==> config.mk <==
export PLATFORM = sky130hd
export DESIGN_NAME = vdp_reg_writer
export DESIGN_NICKNAME = d
export VERILOG_FILES = /design/src/rtl/vdp_reg_writer.sv
export SDC_FILE = /design/constraint.sdc
export NUM_CORES = 1
export LEC_CHECK = 0
export ABC_AREA = 1
export CAP_MARGIN = 20
export CELL_PAD_IN_SITES_DETAIL_PLACEMENT = 1
export CELL_PAD_IN_SITES_GLOBAL_PLACEMENT = 1
export CORE_MARGIN = 1
export CORE_UTILIZATION = 46
export DETAILED_ROUTE_END_ITERATION = 7
export GPL_ROUTABILITY_DRIVEN = 0
export PLACE_DENSITY_LB_ADDON = 0.1
export SETUP_SLACK_MARGIN = 0.1
export SYNTH_ARGS = -nofsm -noshare
export SYNTH_HDL_FRONTEND = slang
export SYNTH_SLANG_ARGS = --single-unit
==> constraint.sdc <==
create_clock -name clk -period 3.4 [get_ports clk]
set_input_delay 0.68 -clock clk [delete_from_list [all_inputs] [get_ports clk]]
set_output_delay 0.68 -clock clk [all_outputs]
set_load 0.01 [all_outputs]
==> src/rtl/vdp_reg_writer.sv <==
// rtl/vdp_reg_writer.sv - command FIFO and strobe sequencer driving the VDP CPU port
module vdp_reg_writer #(
  parameter int FIFO_DEPTH    = 4,
  parameter int SETUP_CYCLES  = 1,
  parameter int STROBE_CYCLES = 2,
  parameter int HOLD_CYCLES   = 1
) (
  input  logic       clk,
  input  logic       reset,
  input  logic       cmd_valid,
  output logic       cmd_ready,
  input  logic       cmd_vram,
  input  logic [7:0] cmd_addr,
  input  logic [7:0] cmd_data,
  output logic       busy,
  output logic [1:0] vdp_mode,
  output logic       vdp_write,
  output logic       vdp_read,
  output logic [7:0] vdp_data
);

  localparam int AW = (FIFO_DEPTH > 1) ? $clog2(FIFO_DEPTH) : 1;
  localparam int CW = 16;

  typedef enum logic [1:0] {IDLE = 2'd0, SETUP = 2'd1, STROBE = 2'd2, HOLD = 2'd3} state_t;
  typedef enum logic [1:0] {PH_SEL = 2'd0, PH_DAT = 2'd1, PH_VRM = 2'd2} phase_t;

  logic [16:0]   fifo_mem [FIFO_DEPTH];
  logic [AW-1:0] wr_ptr, rd_ptr;
  logic [AW:0]   count, count_d;
  logic          empty, push, pop;
  logic [16:0]   head;
  logic          head_vram, head_hit;
  logic [7:0]    head_addr, head_data;

  state_t        state, state_d;
  phase_t        phase, phase_d;
  logic [CW-1:0] cnt;
  logic          dat_pending, dat_pending_d, hold_last, dat_go;
  logic [7:0]    cur_data;
  logic [7:0]    cur_addr;
  logic          cache_valid;
  logic [7:0]    cache_idx;

  logic [1:0]    mode_d;
  logic [7:0]    data_d;
  logic          write_d, busy_d, ready_d;

  assign empty     = (count == '0);
  assign push      = cmd_valid && cmd_ready;
  assign head      = fifo_mem[rd_ptr];
  assign {head_vram, head_addr, head_data} = head;
  assign head_hit  = !head_vram && cache_valid && (cache_idx == head_addr);
  assign hold_last = (state == HOLD) && (cnt == CW'(HOLD_CYCLES - 1));
  assign dat_go    = hold_last && dat_pending;
  // A pending data phase always wins over the next queued command
  assign pop       = !empty && ((state == IDLE) || (hold_last && !dat_pending));
  assign count_d   = count + (AW+1)'(push) - (AW+1)'(pop);
  assign vdp_read  = 1'b0;

  always_ff @(posedge clk) begin
    if (reset) state <= IDLE;
    else       state <= state_d;
  end

  always_comb begin
    state_d = state;
    case (state)
      IDLE:    if (!empty) state_d = SETUP;
      SETUP:   if (cnt == CW'(SETUP_CYCLES - 1)) state_d = STROBE;
      STROBE:  if (cnt == CW'(STROBE_CYCLES - 1)) state_d = HOLD;
      HOLD:    if (hold_last) state_d = (dat_pending || !empty) ? SETUP : IDLE;
      default: state_d = IDLE;
    endcase
  end

  always_comb begin
    mode_d        = vdp_mode;
    data_d        = vdp_data;
    phase_d       = phase;
    dat_pending_d = dat_pending;
    if (pop) begin
      if (head_vram) begin
        phase_d       = PH_VRM;
        mode_d        = 2'd2;
        data_d        = head_data;
        dat_pending_d = 1'b0;
      end else if (head_hit) begin
        phase_d       = PH_DAT;
        mode_d        = 2'd1;
        data_d        = head_data;
        dat_pending_d = 1'b0;
      end else begin
        phase_d       = PH_SEL;
        mode_d        = 2'd0;
        data_d        = head_addr;
        dat_pending_d = 1'b1;
      end
    end else if (dat_go) begin
      phase_d       = PH_DAT;
      mode_d        = 2'd1;
      data_d        = cur_data;
      dat_pending_d = 1'b0;
    end
    write_d = (state_d == STROBE);
    busy_d  = (state_d != IDLE) || (count_d != '0);
    ready_d = (count_d != (AW+1)'(FIFO_DEPTH));
  end

  always_ff @(posedge clk) begin
    if (push) fifo_mem[wr_ptr] <= {cmd_vram, cmd_addr, cmd_data};
  end

  always_ff @(posedge clk) begin
    if (reset) begin
      wr_ptr      <= '0;
      rd_ptr      <= '0;
      count       <= '0;
      cnt         <= '0;
      phase       <= PH_SEL;
      dat_pending <= 1'b0;
      cur_addr    <= '0;
      cur_data    <= '0;
      cache_valid <= 1'b0;
      cache_idx   <= '0;
      vdp_mode    <= '0;
      vdp_write   <= 1'b0;
      vdp_data    <= '0;
      busy        <= 1'b0;
      cmd_ready   <= 1'b1;
    end else begin
      if (push) wr_ptr <= wr_ptr + AW'(1);
      if (pop) begin
        rd_ptr   <= rd_ptr + AW'(1);
        cur_addr <= head_addr;
        cur_data <= head_data;
      end
      count       <= count_d;
      cnt         <= (state_d != state) ? '0 : cnt + CW'(1);
      phase       <= phase_d;
      dat_pending <= dat_pending_d;
      if (hold_last && (phase == PH_SEL)) begin
        cache_valid <= 1'b1;
        cache_idx   <= cur_addr;
      end
      vdp_mode  <= mode_d;
      vdp_write <= write_d;
      vdp_data  <= data_d;
      busy      <= busy_d;
      cmd_ready <= ready_d;
    end
  end

endmodule

-- Word-level counts from Yosys, hierarchy flattened
Memory sizes are Yosys's and may differ from the RTL's. A register that Yosys moved wholly into a read port is not among the register bits.
Cells that the tools add are included.
- input bits: 20
- memories: 1
- word-level logic and storage cells: 73
- memory bits (writable): 68
- bits in registers: 64
- output and inout port bits: 14
- eq/ne operators: 8
- reduce and logical (&&, ||, !) cells: 22
- add/subtract/negate cells: 5
- muxes and demuxes: 22
- memories (memory ; depth ; width ; read ports ; clocked after memory_dff ; write ports ; line ; source):
    fifo_mem ; 4 ; 17 ; 1 ; 1 ; 1 ; 28 ; logic [16:0] fifo_mem [FIFO_DEPTH];
- operator list (cell ; count):
    2-to-1 mux 8 bit ; 4
    2-to-1 mux 2 bit ; 9
    adder 16 x 1 -> 16 bit (second input constant) ; 1
    == test 16 x 1 -> 1 bit (second input constant) ; 1
    zero test 16 bit ; 1
    == test 8 bit ; 1
    logical AND 1 bit ; 8
    2-to-1 mux 1 bit ; 8
    one-hot mux 2 bit (4 select lines) ; 1
    == test 2 bit (second input constant) ; 3
    adder 2 x 1 -> 2 bit (second input constant) ; 2
    zero test 2 bit ; 2
    nonzero test 2 bit ; 2
    adder 3 x 1 -> 3 bit ; 1
    zero test 1 bit ; 3
    zero test 3 bit ; 1
    logical OR 1 bit ; 3
    != test 3 bit (second input constant) ; 1
    nonzero test 3 bit ; 1
    subtractor 3 x 1 -> 3 bit ; 1
    == test 2 x 1 -> 1 bit (second input constant) ; 1
    != test 2 bit ; 1
    OR reduction 2 bit ; 1

-- Depth between registers and ports, before layout
Gate-level depths: netlist of the first run.
- depth in word-level cells: 8
- depth in mapped cells: 19

-- Worst setup path after synthesis of the first run
No wires, ideal clock.
- path kind: register to register
- from: register cnt[0]
- to: register busy
- path slack: 0.792 ns
- required time: 3.268 ns
- buffers on the path: 1
- data arrival time: 2.476 ns
- period minus slack after synthesis: 2.608 ns
- library setup time: 0.132 ns
- stages on the path, launching flop included: 20
- cells stage by stage: dfxtp_1 inv_1 ha_1 nand2_1 nor2_1 nand4_1 nand2_1 nand2_2 inv_2 buf_2 nand2_1 nand2_1 ha_1 fa_1 xnor2_1 xor2_1 inv_1 nand2_1 nor2_1 a21oi_1
- cells in the longest elaborated chain, start to end: 8
- elaborated cells between the ends (all ways): 14
- classes of those cells: 1 x add/sub; 1 x eq/ne; 4 x mux; 8 x reduce/logical
- ends and longest elaborated chain (element ; line ; source):
    start, declared ; 38 ; logic [CW-1:0] cnt;
    start signal, assigned ; 139 ; cnt <= (state_d != state) ? '0 : cnt + CW'(1);
    zero test 16 bit ; 54, 70 ;
    logical AND 1 bit ; 54 ; assign hold_last = (state == HOLD) && (cnt == CW'(HOLD_CYCLES - 1));
    logical AND 1 bit ; 57 ; assign pop = !empty && ((state == IDLE) || (hold_last && !dat_pending));
    logical OR 1 bit ; 57 ;
    logical AND 1 bit ; 57 ;
    subtractor 3 x 1 -> 3 bit ; 58 ; assign count_d = count + (AW+1)'(push) - (AW+1)'(pop);
    nonzero test 3 bit ; 106 ; busy_d = (state_d != IDLE) || (count_d != '0);
    logical OR 1 bit * ; 106 ;
    end signal, assigned ; 149 ; busy <= busy_d;
    end, declared ; 15 ; output logic busy,
Mark *: on every way between the ends. The rest lies on a longest branch, timed or not.
A chain may end at the register's enable or synchronous reset.

-- Final worst setup path of the first run
Ends and elaborated chain as after synthesis.

==> results.md, run 1 <==
- Fraction of layout instances using a drive strength above 1: 0.08709
- Die height: around 110 um
- Fin crit share: 0.7832
- Placed cell area: 0.006057 sq mm
- Design area: around 0.0067 sq mm
- Vias/cell: between 5 and 6
- Setup bufs post-CTS: 0
- CP endpoint kind: register
- Pint: roughly 3.8 mW
- Top cells by count, synth: nand2_1, nor2_1, edfxtp_1
- Worst skew pair latency: approximately 410 ps
- Relative slew margins: 0.6000
- Detail Route Antenna Nets: 0
- CTS root buf: clkbuf_16
- Resize count post-CTS: 0
- CP top delay family: simple AND/OR/NAND/NOR gates
- Yosys warning total: 0
- Dominant synthesized flop cell: edfxtp_1
- Share of power burned in registers: 0.359
- Post-route setup slack: 737.2 ps
- Filler cells: around 1,400
- Sw Share: 0.3537
- Max Cap Viol: 0
- P_leak: approximately 2.6 nW
- Final clock skew: approximately 8.7 ps
- Req. time, crit path: between 3000 and 4000 ps
- Vias in the first global route: ~4,400
- Count leader, synth: nand2_1
- Async SR Flop Fraction: 0
- Core area: 0.01196 sq mm
- Buf/Inv on CP: 3
- Starting Density: 0.4705
- Critical path's slowest cell: dfxtp_1
- CP dominant cell by count: nand2_1
- Synth Instances: around 600
- Switching power of the nets: 2.096 mW
- Peak VDD IR: around 0.50 mV
- Area Growth Syn to Fin: 18.50%
- Top-area cell type share of the netlist area: 0.3628
- Multi-input gate area: 0.001857 sq mm
- HP Class: register to register
- # setup viols final: 0
- Slew Viols, Final: 0
- Hold buffers post-CTS: 0
- Synth cell types: 35
- CTS tree: yes
- Largest net degree at the start of global routing: 40
- Drt first pass iters: 4
- DRC Markers: 0
- FP Rows: 40
- Arrival @ worst endpoint: between 2000 and 3000 ps
- Comb power frac: 0.323
- RSZ-0062 raised after global routing: false
- Worst-Margin Slew: 600.0 ps
- Syn_nets: roughly 620
- Initial DRC count: ~210
- Number of synthesized flops with an enable pin: 68
- Worst-path fanout max: 9
- Yosys reg bits: approximately 130
- Final min period: around 2700 ps
- Net count, final: 660
- I/O Buffers: 32
- Post-detail-place hpwl: around 8400 um
- CP Launch Type: register
- CTS sink count: roughly 130
- I/O pin cnt: 34
- Gr usage total: 0.2287
- Final WL: between 10,000 and 15,000 um
- Register area: roughly 0.0034 sq mm
- Mapped cell area: 0.005628 sq mm
- Clock buffer depth: 2
- CTS clock-pin slew for the worst setup and hold paths: ~60 ps
- Syn avg cell area: approximately 9.5 sq um
- Die Wd: roughly 110 um
- H-tree Lvls: 4
- Global route overflow: 0
- Setup TNS: 0 ps
- Hold Fails Final Rpt: 0
- Setup WS pre-CTS: 519.9 ps
- Max Fclk: 375.5 MHz
- Die area: 0.01268 sq mm
- N_diodes: 0
- Worst path max stage delay: approximately 390 ps
- First-pass GRT wire length: around 22,000 um
- Leading area contributor after synthesis: edfxtp_1
- PwrDens: 888.5 mW/mm^2
- Sequential area share after synthesis: 0.5976
- Crit-path cells: inv_1, ha_1, nand2_1, nor2_1, nand4_1, nand2_1, nand2_2, inv_2, nand2_1, nand2_1, ha_1, fa_1, xnor2_1, xor2_1, inv_1, nand2_1, nor2_1, a21oi_1
- Power share of the clock group: 0.318
- CTS Buf Count: 17
- Crit Path Class: register to register
- Detailed-route via count: 4,152
- Initial antenna violation count: 0
- Status: finished, final reports clean
- Top cells by area, synth: edfxtp_1, dfxtp_1, nand2_1
- DR WL/cell: ~17 um
==> area by class of cell <==
type | count | share of cell area
multi-input cells | 367 | 0.2784
repair buffers | 41 | 0.05816
clock inverters | 13 | 0.02739
clock buffers | 18 | 0.06435
flip-flops and latches | 134 | 0.5043
inverters | 70 | 0.03977
well taps | 147 | 0.02758
==> metal layers <==
layer | vias to the layer above | part of all wire | GRT usage
li1 | 2037 | - | -
met3 | 14 | 0.032 | 0.06048
met5 | - | 0 | 0
met4 | 0 | 0.013 | 0.07644
met1 | 2035 | 0.44 | 0.2646
met2 | 66 | 0.52 | 0.4095
==> tightest hold or removal path, stage by stage (launching register included) <==
cell,delay [ps]
dfxtp_1,310
inv_1,50
a21oi_1,50
==> flip-flops by register name, summed over array words and instances, names as in the netlist, named ones only <==
name	count
fifo_mem	68
cnt	16
cache_idx	8
cur_addr	8
cur_data	8
vdp_data	8
count	3
phase	2
rd_ptr	2
state	2
wr_ptr	2
busy	1
cache_valid	1
cmd_ready	1
dat_pending	1
vdp_write	1
==> cells by family after synthesis <==
| kind of cell | synth area share |
|---|---|
| buffers and inverters | 0.07248 |
| AOI/OAI and AO/OA | 0.09671 |
| and+or+nand+nor | 0.1832 |
| other | 0.0006663 |
| xor gates and xnor gates | 0.02801 |
| DFF | 0.5976 |
| adders and majority gates | 0.02134 |
==> power groups by stage <==
stage / combinational, mW / clock [mW] / sequential, mW
floorplan: 1.35 / 0 / 2.14
global placement: 1.84 / 0 / 2.14
detailed placement: 1.90 / 0 / 2.16
CTS: 1.95 / 1.93 / 2.13
global route: 2.17 / 1.98 / 2.15
finish: 1.92 / 1.88 / 2.13
==> worst paths after layout <==
kind | startpoint | slack, ps | to | depth (start not counted)
worst min register to register | cache_valid | 450 | cache_valid | 2
worst max register to register | cnt[0] | 740 | busy | 18
worst min-delay path | cache_valid | 450 | cache_valid | 2
worst max-delay path | cnt[0] | 740 | busy | 18
==> cell usage in the layout (no fill, tap or decap), types with 2 or more instances in the layout <==
cell             count
clkinvlp_4           3
dfxtp_1             66
clkinv_1             3
o21a_1               6
o22ai_1              8
buf_4                9
bufinv_16            4
clkbuf_16           17
clkinv_4             3
o21ai_0             44
nand4_1              5
edfxtp_1            68
nor2_1              75
clkdlybuf4s50_1     32
inv_2                6
clkinv_2             2
a21oi_1             37
o21ai_1              2
inv_1               61
ha_1                 8
nand3_1             51
nor3_1               5
xor2_1              14
nor3_2               2
nand2_1             93
nand3_2              2
xnor2_1              4
nand2_2              2
==> metrics by stage <==
stage | hold slack (ps) | std cells | util | total power, mW
finish | 452.5 | 790 | 0.5575 | 5.925
global route | 478.2 | 790 | 0.5575 | 6.308
CTS | 460.5 | 790 | 0.5575 | 5.999
detailed placement | 451.0 | 759 | 0.5064 | 4.053
global placement | 442.9 | 759 | 0.5064 | 3.979
floorplan | 430.1 | 595 | - | 3.486
No activity file was read; power rests on OpenSTA's default activity.
==> run 2: changes to the inputs <==
--- a/config.mk
+++ b/config.mk
@@ -10,7 +10,7 @@
 export CELL_PAD_IN_SITES_DETAIL_PLACEMENT = 1
 export CELL_PAD_IN_SITES_GLOBAL_PLACEMENT = 1
 export CORE_MARGIN = 1
-export CORE_UTILIZATION = 46
+export CORE_UTILIZATION = 41
 export DETAILED_ROUTE_END_ITERATION = 7
 export GPL_ROUTABILITY_DRIVEN = 0
 export PLACE_DENSITY_LB_ADDON = 0.1
==> constraint.sdc (replaced) <==
create_clock -name clk -period 2.1 [get_ports clk]
set_input_delay 0.42 -clock clk [delete_from_list [all_inputs] [get_ports clk]]
set_output_delay 0.42 -clock clk [all_outputs]
set_load 0.01 [all_outputs]
==> run 2 against run 1 <==
Effect of this change: the run now ends with setup timing left; critical path depth fell by 2; global-route usage is 1.2 points lower; sequential power rose by 65%; wire length up 16%; register-to-register slack worse by 1200 ps; count of clock-buffer cells in the layout rose by 3; highest routed layer unchanged.
==> results.md, run 2 (synthesis gave the netlist of run 1 again) <==
- Status: finished with violations
- Failing checks: setup timing
- Filler cells: about 1,500
- Comb power frac: 0.411
- DR WL/cell: roughly 17 um
- Peak VDD IR: around 0.5 mV
- Setup WS pre-CTS: -441.9 ps
- DRC Markers: 0
- Critical path's slowest cell: fa_2
- Detail Route Antenna Nets: 0
- Core area: 0.01330 sq mm
- Setup TNS: -1313 ps
- Global route overflow: 0
- Gr usage total: 0.2171
- Share of power burned in registers: 0.313
- CTS tree: yes
- Largest net degree at the start of global routing: 40
- Die area: 0.01420 sq mm
- CTS sink count: between 100 and 150
- Die Wd: 119.2 um
- I/O Buffers: 32
- Pwr Total: ~11 mW
- Clock buffer depth: 2
- Max Fclk: 389.8 MHz
- Register area: 0.003372 sq mm
- RSZ-0062 raised after global routing: true
- Slew Viols, Final: 0
- Core Util, Final: 0.5837
- Detailed-route via count: ~4,400
- Final min period: about 2600 ps
- CTS root buf: clkbuf_16
- Worst Hold Slack: approximately 470 ps
- Most frequent cells in the layout: nand2_1, nor2_1, edfxtp_1
- Power share of the clock group: 0.276
- Multi-input gate area: 0.002188 sq mm
- Vias/cell: ~5.0
- # setup viols final: 4
- First-pass GRT wire length: around 23,000 um
- Placed Cells: 840
- Pint: 7.192 mW
- I/O pin cnt: 34
- FP Rows: 42
- Largest register by flop count: fifo_mem
- Initial antenna violation count: 0
- Req. time, crit path: around 2400 ps
- Arrival @ worst endpoint: 2910 ps
- Hold buffers post-CTS: 0
- Hold Fails Final Rpt: 0
- CTS clock-pin slew for the worst setup and hold paths: ~60 ps
- Worst-path fanout max: 3
- Final Instance Count excl. Fillers: 889
- Largest regs: fifo_mem: 68 flops, cnt: 16 flops
- CTS Buf Count: 17
- Initial DRC count: 165
- CP Launch Type: register
- Crit Path Class: register to register
- Leading cell type in the layout, fill and taps excluded: nand2_1
- P_leak: approximately 3.1 nW
- N_diodes: 0
- Max Cap Viol: 0
- Final WL: 15,300 um
- Net count, final: about 730
- Starting Density: 0.4233
- Sw Share: 0.3580
- Fraction of layout instances using a drive strength above 1: 0.2721
- Fin crit share: 1.222
- Die height: roughly 120 um
- Placed cell area: around 0.0066 sq mm
- HP Class: register to register
- H-tree Lvls: 4
- Crit-path cells: nor2_1, nand3_2, nor2_2, nand4_1, nand2_2, nand2_4, nand3_4, nand2_4, ha_4, fa_2, xnor2_2, xor2_1, inv_1, nand2_1, nor2_1, a21oi_1
- Switching power of the nets: between 4 and 5 mW
- Drt first pass iters: 6
- PwrDens: approximately 1400 mW/mm^2
- Vias in the first global route: approximately 4,600
- Worst skew pair latency: a little over 400 ps
- Final clock skew: between 5 and 6 ps
- Post-route setup slack: -465.5 ps
- CP endpoint kind: register
- Max FFs per register: roughly 70
- Worst path max stage delay: 350 ps
- Post-detail-place hpwl: a little under 10,000 um
- Area Growth Syn to Fin: 37.88%
- Design area: just under 0.008 sq mm
run 2: cell types whose count changed in the layout (fill, tap and decap cells not counted), moves of 4 or more:
| cell | change |
|---|---|
| nand3_2 | +19 |
| nand2_1 | -17 |
| dfxtp_2 | +4 |
| buf_12 | +7 |
| dfxtp_1 | -5 |
| nand2_2 | +14 |
| nor2_2 | +6 |
| buf_4 | +49 |
| nand3_4 | +5 |
| nor2_1 | -7 |
| buf_6 | +8 |
| nand3_1 | -24 |
run 2: path summary, 6_finish.rpt:
| path | startpoint | slack [ps] | depth (start not counted) | end |
|---|---|---|---|---|
| hold reg to reg | cache_valid | 470 | 2 | cache_valid |
| hold / removal | cache_valid | 470 | 2 | cache_valid |
| setup reg to reg | cnt[5] | -470 | 16 | busy |
| setup / recovery | cnt[5] | -470 | 16 | busy |
run 2: repair_timing:
item / 4_1_cts / 5_1_grt
pin swaps: 13 / 31
setup buffers: 7 / 7
cloned: 1 / 5
resized for setup: 23 / 70
setup endpoints to repair: 17 / 44
run 2: power groups by stage:
stage,logic (mW),registers [mW],clock network [mW]
2_1_floorplan,2.28,3.46,0
3_3_place_gp,3.54,3.47,0
3_5_place_dp,3.69,3.49,0
4_1_cts,3.96,3.46,3.13
5_1_grt,5.05,3.55,3.25
6_report,4.61,3.51,3.09
run 2: layer usage:
layer | vias up | GRT usage | routed length (um)
li1 | 2178 | - | -
met1 | 2177 | 0.2609 | 6724
met3 | 12 | 0.03831 | 369
met4 | 0 | 0.08070 | 167
met2 | 57 | 0.3855 | 8038
met5 | - | 0 | 0
run 2: critical path: cells and delay by family (launching register included):
kind / cells / cell delay (ps)
and+or+nand+nor: 10 / 1010
AOI/OAI and AO/OA: 1 / 150
buffers and inverters: 1 / 100
xor gates and xnor gates: 2 / 420
DFF: 1 / 320
adders and majority gates: 2 / 500
run 2: final cells by class:
cell class,count,area share
multi-input combinational,367,0.2820
clock inverter,11,0.01999
clock buffer,21,0.05934
timing repair inverter,2,0.002257
timing repair buffer,108,0.1367
inverter,70,0.03676
sequential,134,0.4345
tap,176,0.02838
==> run 3: changes to the inputs <==
--- a/config.mk
+++ b/config.mk
@@ -10,7 +10,7 @@
 export CELL_PAD_IN_SITES_DETAIL_PLACEMENT = 1
 export CELL_PAD_IN_SITES_GLOBAL_PLACEMENT = 1
 export CORE_MARGIN = 1
-export CORE_UTILIZATION = 41
+export CORE_UTILIZATION = 40
 export DETAILED_ROUTE_END_ITERATION = 7
 export GPL_ROUTABILITY_DRIVEN = 0
 export PLACE_DENSITY_LB_ADDON = 0.1
==> run 3 against run 2 <==
Effect of this change: the run still ends with setup timing left; combinational power fell by 5.9%; hold slack improved by 2.4 ps; critical path depth did not move; fmax rose by 9.5%; sequential share of layout area rose by 0.59 points; largest power group unchanged.
==> results.md, run 3 (synthesis gave the netlist of run 1 again) <==
- Status: finished with violations
- Failing checks: setup timing
- CP Launch Type: register
- PwrDens: between 1000 and 1500 mW/mm^2
- Detail Route Antenna Nets: 0
- Core area: approximately 0.014 sq mm
- Hold Fails Final Rpt: 0
- N_diodes: 0
- Die height: 120.6 um
- FP Rows: 42
- Post-detail-place hpwl: a little over 9000 um
- CP endpoint kind: register
- Largest register by flop count: fifo_mem
- CTS root buf: clkbuf_16
- Final clock skew: 9.114 ps
- Net count, final: between 700 and 800
- Final min period: ~2300 ps
- Largest net degree at the start of global routing: 40
- Die area: between 0.01 and 0.015 sq mm
- Clock buffer depth: 2
- Drt first pass iters: 4
- CTS tree: yes
- Filler cells: about 1,500
- Slew Viols, Final: 0
- I/O Buffers: 32
- Fin crit share: 1.115
- Most frequent cells in the layout: nand2_1, edfxtp_1, nor2_1
- H-tree Lvls: 4
- Placed Cells: about 840
- Core Util, Final: 0.5674
- # setup viols final: 3
- Peak VDD IR: between 0.7 and 0.8 mV
- Setup TNS: -508.9 ps
- Setup WS pre-CTS: -333.3 ps
- Final Instance Count excl. Fillers: approximately 890
- DR WL/cell: between 15 and 20 um
- Fraction of layout instances using a drive strength above 1: 0.2504
- Reg2Reg Depth: 16
- Leading cell type in the layout, fill and taps excluded: nand2_1
- Hold Crit Start: dat_pending
- Starting Density: 0.4167
- Post-route setup slack: -241.9 ps
- Area Growth Syn to Fin: 36.15%
- Max FFs per register: 68
- HP Class: register to register
- Hold EP: dat_pending
- Global route overflow: 0
- Max Cap Viol: 0
- Initial antenna violation count: 0
- Hold Crit Depth: 2
- Arrival @ worst endpoint: 2650 ps
- Largest regs: fifo_mem: 68 flops, cnt: 16 flops
- Die Wd: ~120 um
- CTS sink count: between 100 and 150
- Worst-path fanout max: 3
- Detailed-route via count: ~4,500
- Max Fclk: around 430 MHz
- Vias/cell: 5.021
- Final WL: 15,040 um
- Worst skew pair latency: 420 ps
- CTS clock-pin slew for the worst setup and hold paths: 60 ps
- I/O pin cnt: 34
- Crit Path Class: register to register
- P_leak: ~3.1 nW
- CTS Buf Count: 17
- Hold buffers post-CTS: 0
- RSZ-0062 raised after global routing: true
- Initial DRC count: 227
- Pwr Total: approximately 11 mW
- Vias in the first global route: about 4,800
- Reg2reg end: busy
- DRC Markers: 0
- Req. time, crit path: around 2400 ps
- Gr usage total: 0.2130
- First-pass GRT wire length: 23,470 um
- Worst reg2reg setup slack: -240 ps
- Reg2Reg Launch Point: cnt[9]
[run 3: report_power, final]
group	internal [mW]	switching (mW)
sequential	3.23	0.248
clock	2.04	1.13
combinational	1.81	2.53
total	7.09	3.91
[run 3: cell type report]
cell class	count	area, sq um	area share
well taps	176	220.2	0.02874
flip-flops and latches	134	3374	0.4404
inverters	70	275.3	0.03592
repair buffers	108	1067	0.1393
multi-input cells	367	2092	0.2730
clock inverters	12	176.4	0.02302
clock buffers	20	456.7	0.05960
[run 3: layer usage]
| layer | track usage | vias to the layer above | wire [um] |
|---|---|---|---|
| met5 | 0 | - | 0 |
| met4 | 0.08719 | 0 | 201 |
| met3 | 0.04245 | 18 | 438 |
| met2 | 0.3829 | 56 | 7891 |
| met1 | 0.2464 | 2201 | 6505 |
| li1 | - | 2179 | - |
[run 3: worst max path at each step]
stage,from,end,slack [ps],cells after the start
2_1_floorplan,cnt[0],busy,-310,19
3_3_place_gp,cnt[15],busy,-310,16
3_5_place_dp,cnt[15],cmd_ready,-330,15
4_1_cts,cnt[14],busy,-330,16
5_1_grt,cnt[15],busy,-470,16
6_report,cnt[9],busy,-240,16
[run 3: critical path, cell delays in order (launching register included)]
cell and delay [ps]:
dfxtp_1 330, inv_2 80, nand3_2 80, nor3_4 210, nand4_1 160, nand2_2 110
nand2_4 60, nand3_2 60, nand2_2 50, ha_2 180, fa_2 350, xnor2_2 140
xor2_1 140, inv_1 80, nand2_1 50, nor2_1 80, a21oi_1 70
[run 3: stage by stage]
step / hold slack (ps) / instance area, sq um
6_report: 468.7 / 7662
5_1_grt: 496.4 / 7662
4_1_cts: 470.5 / 7351
3_5_place_dp: 446.3 / 6591
3_3_place_gp: 448.9 / 6591
2_1_floorplan: 430.1 / 5682
[run 3: what timing repair did]
action,in CTS,in global routing
setup buffers,4,8
endpoints found under the setup margin,36,39
cloned,0,5
pin swaps,19,12
hold endpoints to repair,0,0
gates resized for setup,28,38
